### src/rtl/demo_pkg.sv
// Shared definitions for the demo scene sequencer and its helpers.
//   state_e     : scene FSM encoding (exposed on the debug port)
//   mode_t      : effect mode selects decoded from the scene index
//   FADE_MAX    : brightness level at full intensity
//   mode_decode : scene index -> {mode_a, mode_b, zoom_mode}
package demo_pkg;

  typedef enum logic [1:0] {
    FADE_IN  = 2'd0,
    RUN      = 2'd1,
    FADE_OUT = 2'd2
  } state_e;

  typedef struct packed {
    logic mode_a;
    logic mode_b;
    logic zoom_mode;
  } mode_t;

  localparam logic [1:0] FADE_MAX = 2'd3;

  function automatic mode_t mode_decode(input logic [1:0] scene);
    mode_t m;
    m.mode_a    = scene[1];
    m.mode_b    = scene[1] ^ scene[0];
    m.zoom_mode = scene[1] & scene[0];
    return m;
  endfunction

endpackage

### src/rtl/frame_tick_gen.sv
// Frame tick generator: rising-edge detect on a level vsync plus a
// registered one-cycle pulse. The pulse appears the cycle after the clock
// edge that first samples vsync high.
//   clk     : pixel clock
//   rst_n   : asynchronous active-low reset
//   vsync_i : level vsync, active high, synchronous to clk
//   tick_o  : one-cycle pulse per vsync rising edge
module frame_tick_gen (
  input  logic clk,
  input  logic rst_n,
  input  logic vsync_i,
  output logic tick_o
);

  logic vsync_q;
  logic tick_q;
  logic edge_d;

  assign edge_d = vsync_i & ~vsync_q;

  always_ff @(posedge clk or negedge rst_n) begin
    if (!rst_n) begin
      vsync_q <= 1'b0;
      tick_q  <= 1'b0;
    end else begin
      vsync_q <= vsync_i;
      tick_q  <= edge_d;
    end
  end

  assign tick_o = tick_q;

endmodule

### src/rtl/demo_scene_sequencer.sv
// Scene scheduler for the VGA effect datapath. Counts frames from vsync and
// walks NUM_SCENES scenes, each sequenced FADE_IN -> RUN -> FADE_OUT, driving
// the fade level and effect mode selects used by the pixel pipe.
//
//   state    | meaning
//   ---------+-----------------------------------------------------------
//   FADE_IN  | fade ramps 0->3, one level per FADE_STEP frames
//   RUN      | fade held at 3 for RUN_FRAMES frames (or until skip)
//   FADE_OUT | fade ramps 3->0, then one more step at 0 before next scene
//
// Ports:
//   clk, rst_n          : pixel clock, async active-low reset
//   vsync               : level vsync from the sync generator
//   pause               : freezes counters and state while high
//   skip                : one-cycle request for an early fade-out
//   scene_lock/scene_sel: at scene advance, load scene_sel instead of +1
//   frame_tick          : one-cycle pulse per frame (ignores pause)
//   frame               : frames since scene start, mod 128
//   scene               : current scene index
//   mode_a/mode_b/zoom_mode : effect mode selects decoded from scene
//   fade                : brightness level, 0=black .. 3=full
//   state_o             : FSM state, debug
module demo_scene_sequencer
  import demo_pkg::*;
#(
  parameter int FADE_STEP  = 4,
  parameter int RUN_FRAMES = 96,
  parameter int NUM_SCENES = 4
) (
  input  logic       clk,
  input  logic       rst_n,
  input  logic       vsync,
  input  logic       pause,
  input  logic       skip,
  input  logic       scene_lock,
  input  logic [1:0] scene_sel,
  output logic       frame_tick,
  output logic [6:0] frame,
  output logic [1:0] scene,
  output logic       mode_a,
  output logic       mode_b,
  output logic       zoom_mode,
  output logic [1:0] fade,
  output logic [1:0] state_o
);

  localparam int SW = (FADE_STEP > 1) ? $clog2(FADE_STEP) : 1;
  localparam int RW = (RUN_FRAMES > 1) ? $clog2(RUN_FRAMES) : 1;
  localparam logic [SW-1:0] STEP_LAST  = SW'(FADE_STEP - 1);
  localparam logic [RW-1:0] RUN_LAST   = RW'(RUN_FRAMES - 1);
  localparam logic [1:0]    SCENE_LAST = 2'(NUM_SCENES - 1);

  logic tick;
  logic adv;
  logic skip_now;
  logic step_hit;

  state_e        state_q, state_d;
  logic [1:0]    fade_q, fade_d;
  logic [SW-1:0] step_q, step_d;
  logic [RW-1:0] run_q, run_d;
  logic [6:0]    frame_q, frame_d;
  logic [1:0]    scene_q, scene_d;
  logic [1:0]    scene_nxt;
  logic          skip_pend_q, skip_pend_d;
  mode_t         mode_q;

  frame_tick_gen u_tick (
    .clk     (clk),
    .rst_n   (rst_n),
    .vsync_i (vsync),
    .tick_o  (tick)
  );

  assign adv      = tick & ~pause;
  // A skip arriving in the tick cycle itself counts for that advance.
  assign skip_now = skip_pend_q | skip;
  assign step_hit = (step_q == STEP_LAST);

  // Out-of-range scene_sel values are loaded unchanged.
  always_comb begin
    scene_nxt = 2'd0;
    if (scene_lock) begin
      scene_nxt = scene_sel;
    end else if (scene_q != SCENE_LAST) begin
      scene_nxt = scene_q + 2'd1;
    end
  end

  always_ff @(posedge clk or negedge rst_n) begin
    if (!rst_n) begin
      state_q     <= FADE_IN;
      fade_q      <= 2'd0;
      step_q      <= '0;
      run_q       <= '0;
      frame_q     <= 7'd0;
      scene_q     <= 2'd0;
      skip_pend_q <= 1'b0;
      mode_q      <= '0;
    end else begin
      state_q     <= state_d;
      fade_q      <= fade_d;
      step_q      <= step_d;
      run_q       <= run_d;
      frame_q     <= frame_d;
      scene_q     <= scene_d;
      skip_pend_q <= skip_pend_d;
      mode_q      <= mode_decode(scene_d);
    end
  end

  always_comb begin
    state_d     = state_q;
    fade_d      = fade_q;
    step_d      = step_q;
    run_d       = run_q;
    frame_d     = frame_q;
    scene_d     = scene_q;
    // Pending skips accumulate across paused ticks; every advance consumes
    // or discards them.
    skip_pend_d = skip_now;

    if (adv) begin
      skip_pend_d = 1'b0;
      frame_d     = frame_q + 7'd1;
      unique case (state_q)
        FADE_IN: begin
          if (skip_now) begin
            state_d = FADE_OUT;
            step_d  = '0;
          end else if (step_hit) begin
            step_d = '0;
            fade_d = fade_q + 2'd1;
            if (fade_q == FADE_MAX - 2'd1) begin
              state_d = RUN;
              run_d   = '0;
            end
          end else begin
            step_d = step_q + SW'(1);
          end
        end
        RUN: begin
          fade_d = FADE_MAX;
          if (skip_now || run_q == RUN_LAST) begin
            state_d = FADE_OUT;
            step_d  = '0;
          end else begin
            run_d = run_q + RW'(1);
          end
        end
        FADE_OUT: begin
          if (step_hit) begin
            step_d = '0;
            // The step taken at fade 0 is the last one of the scene.
            if (fade_q == 2'd0) begin
              scene_d = scene_nxt;
              frame_d = 7'd0;
              fade_d  = 2'd0;
              state_d = FADE_IN;
            end else begin
              fade_d = fade_q - 2'd1;
            end
          end else begin
            step_d = step_q + SW'(1);
          end
        end
        default: begin
          state_d = FADE_IN;
          fade_d  = 2'd0;
          step_d  = '0;
        end
      endcase
    end
  end

  assign frame_tick = tick;
  assign frame      = frame_q;
  assign scene      = scene_q;
  assign fade       = fade_q;
  assign state_o    = state_q;
  assign mode_a     = mode_q.mode_a;
  assign mode_b     = mode_q.mode_b;
  assign zoom_mode  = mode_q.zoom_mode;

endmodule

### config.mk
export PLATFORM = sky130hd
export DESIGN_NAME = demo_scene_sequencer
export DESIGN_NICKNAME = d
export VERILOG_FILES = /design/src/rtl/demo_pkg.sv /design/src/rtl/frame_tick_gen.sv /design/src/rtl/demo_scene_sequencer.sv
export SDC_FILE = /design/constraint.sdc
export NUM_CORES = 1
export LEC_CHECK = 0
export CORE_ASPECT_RATIO = 1.1
export CORE_UTILIZATION = 58
export CTS_BUF_LIST = sky130_fd_sc_hd__clkbuf_2 sky130_fd_sc_hd__clkbuf_4 sky130_fd_sc_hd__clkbuf_8
export CTS_CLUSTER_DIAMETER = 30
export DETAILED_ROUTE_END_ITERATION = 6
export GPL_TIMING_DRIVEN = 1
export PLACE_DENSITY = 0.88
export REMOVE_ABC_BUFFERS = 1
export SLEW_MARGIN = 10
export SYNTH_ARGS = -nofsm -noshare
export SYNTH_HDL_FRONTEND = slang
export SYNTH_HIERARCHICAL = 1
export SYNTH_SLANG_ARGS = --single-unit
### constraint.sdc
create_clock -name clk -period 4.9 [get_ports clk]
set_clock_uncertainty 0.2 [all_clocks]
set_input_delay 0.49 -clock clk [delete_from_list [all_inputs] [get_ports clk]]
set_output_delay 0.49 -clock clk [all_outputs]
set_load 0.1 [all_outputs]
==> impl_metrics.py <==
metrics = {
    "run_status": {
        "status": "completed",
    },
    "drt": {
        "drc_errors": 0,
        "wirelength_mm": 2.94,
        "ant_nets": 0,
        "routedWlPerCell_um": 14.8,
        "viasPerCell": 5.80,
        "dr.pass1.iters": 5,
        "vias": 1154,
        "drt-initial-drc-count": 35,
    },
    "min_path": {
        "holdCritPathClass": "register to register",
    },
    "pwr": {
        "power_density_nw_per_um2": 495,
        "leakagePower_nw": 0.752,
        "peakVddDrop_mv": 0.486,
    },
    "clock_tree": {
        "clk_latency_ns": 0.31,
        "cts_root_buf": "clkbuf_4",
        "cts_hold_buf": 0,
        "cts_buffer_depth": 2,
        "cts_buffers": 3,
        "cts_tree": "built",
        "htree_levels": 1,
        "cts_resized": 0,
        "clkSinkCount": 27,
        "clk_pin_slew_ns": 0.15,
        "post-cts-setup-buffer-count": 0,
    },
    "global_route": {
        "grt.busiest_layer": "met2",
        "gr-total-overflow": 0,
        "grtUsageMet3": 0.0389,
        "antenna_found_initial": 0,
        "globalRouteTotalUtil": 0.251,
        "grt_use_met1": 0.278,
        "gr-usage-met2": 0.489,
        "grt_max_degree": 28,
        "first_global_vias": 1144,
        "grt_pass1_wl_mm": 4.96,
    },
    "logic_synthesis": {
        "synth_warnings": 6,
        "synth_seq_cells": 27,
        "ys_types": 41,
        "async_reset_ff_frac": 1.00,
        "syn_area_sq_um": 1450,
        "synthesis.instances": 145,
        "syn-mean-instance-area_sq_um": 9.99,
        "synth-edff-count": 0,
        "synth-main-ff-cell": "dfrtp_1",
        "ys_seq_area_frac": 0.466,
    },
    "timing": {
        "fin_crit_ns": 2.89,
        "slew_headroom": 0.350,
        "fin_ws_ns": 2.01,
        "slew_violations": 0,
        "fin_tns_setup_ns": 0,
        "hold_viol": 0,
        "rsz0062_at_grt": "false",
        "fmax_mhz": 346,
        "post-route-period-util": 0.590,
        "tightest_slew_ns": 0.971,
        "setup_violations": 0,
    },
    "finish": {
        "final_util": 0.757,
        "multi_input_area_sq_um": 733,
        "postLayoutCellArea_sq_um": 1740,
        "fill_cells": 152,
        "final_common_cell": "dfrtp_1",
        "antenna_cells": 0,
        "ff_latch_area_sq_um": 676,
        "area_delta_synth_final_pct": 20.0,
        "layout-drive-gt1-share": 0.0651,
        "nNetsFinal": 186,
        "final_cell_mix": "dfrtp_1 (27), clkdlybuf4s50_1 (24), nand2_1 (15)",
    },
    "setup_path": {
        "slowest_delay_ns": 1.23,
        "cp_cell_sequence": "clkdlybuf4s50_1",
        "critPathSlowestCell": "clkdlybuf4s50_1",
        "worstPathRequired_ns": 4.21,
        "arrival_ns": 2.20,
        "critPathKind": "register to output pin",
        "path_buf_inv": 1,
        "startpoint_type": "register",
        "crit_family": "buffers and inverters",
        "end_kind": "output pin",
        "crit_fanout": 17,
    },
    "floorplanning": {
        "io_pins": 25,
        "initial_core_util": 0.631,
        "rows": 18,
        "die_w_um": 49.7,
        "core_sq_um": 2300,
        "chipHeight_um": 54.4,
        "die_area_sq_um": 2700,
    },
    "run": {
        "maxCapViolations": 0,
    },
    "placed_design": {
        "place_ws_ns": 2.35,
        "dp_hpwl_mm": 2.21,
        "dpl-instance-area_sq_um": 1710,
        "port_buffers": 24,
        "routabilityCongestion": 0.801,
    },
}
## area by class of cell
| class | instances | area share |
|---|---|---|
| timing repair buffer | 25 | 0.142 |
| multi-input combinational | 109 | 0.422 |
| inverter | 4 | 0.00863 |
| clock buffer | 3 | 0.0129 |
| tap | 30 | 0.0216 |
| clock inverter | 1 | 0.00432 |
| sequential | 27 | 0.388 |
## logic make-up after synthesis
group,share of synthesized area
multiplexers,0.0397
buffers and inverters,0.0276
AND/OR/NAND/NOR,0.213
flip-flops,0.466
XOR/XNOR,0.0121
adder cells (fa/ha/maj),0.0691
AO/OA/AOI/OAI,0.172
## metrics by stage
stage          hold WS [ns]  power [mW]  cells
2_1_floorplan      -0.00559       0.650    140
3_3_place_gp          0.234       0.746    195
3_5_place_dp          0.237       0.765    195
4_1_cts               0.264       0.863    199
5_1_grt               0.287       0.907    199
6_report              0.262       0.860    199
## flip-flops by register name, indices dropped and copies added, names as in the netlist, 2 cells and up
signal,flops
frame,7
fade,2
run_q,7
step_q,2
state_o,2
## worst paths after layout
path	start	depth (start not counted)	slack, ns	end
max	state_o[0]$_DFFE_PN0P_	1	2.01	state_o[0]
min	u_tick/vsync_q$_DFF_PN0_	1	0.26	u_tick/tick_o$_DFF_PN0_
max reg2reg	fade[0]$_DFFE_PN0P_	7	2.60	mode_b$_DFF_PN0_
min reg2reg	u_tick/vsync_q$_DFF_PN0_	1	0.26	u_tick/tick_o$_DFF_PN0_
max in group asynchronous	rst_n	2	3.92	run_q[2]$_DFFE_PN0P_
min in group asynchronous	rst_n	2	0.33	run_q[6]$_DFFE_PN0P_
## routing by layer
layer	up-vias	wire, um
li1	572	-
met5	-	0
met2	39	1540
met1	539	1240
met3	4	132
met4	0	32
## cells in the mapped netlist, types with 2 or more instances
master,count,area [sq um]
a21oi_1,8,40.0
a31oi_1,4,25.0
and3_1,2,12.5
buf_2,2,10.0
clkbuf_1,2,7.51
dfrtp_1,27,676
ha_1,8,100
inv_1,4,15.0
mux2_2,2,22.5
mux2i_1,2,20.0
nand2_1,15,56.3
nand2b_1,3,18.8
nand3_1,6,30.0
nand3b_1,3,22.5
nor2_1,12,45.0
nor2b_1,3,18.8
nor3_1,2,10.0
nor3b_1,2,15.0
o21a_1,4,30.0
o21ai_0,9,45.0
o31ai_1,3,22.5
or3_1,2,12.5
xnor2_1,2,17.5
## power by group
group          leakage, nW  switching [mW]  internal [mW]  total [mW]
Combinational        0.392           0.329          0.125       0.454
Sequential           0.347          0.0488          0.262       0.311
Clock               0.0139          0.0636         0.0311      0.0947
Note: power is estimated with default switching activity, not from simulation.
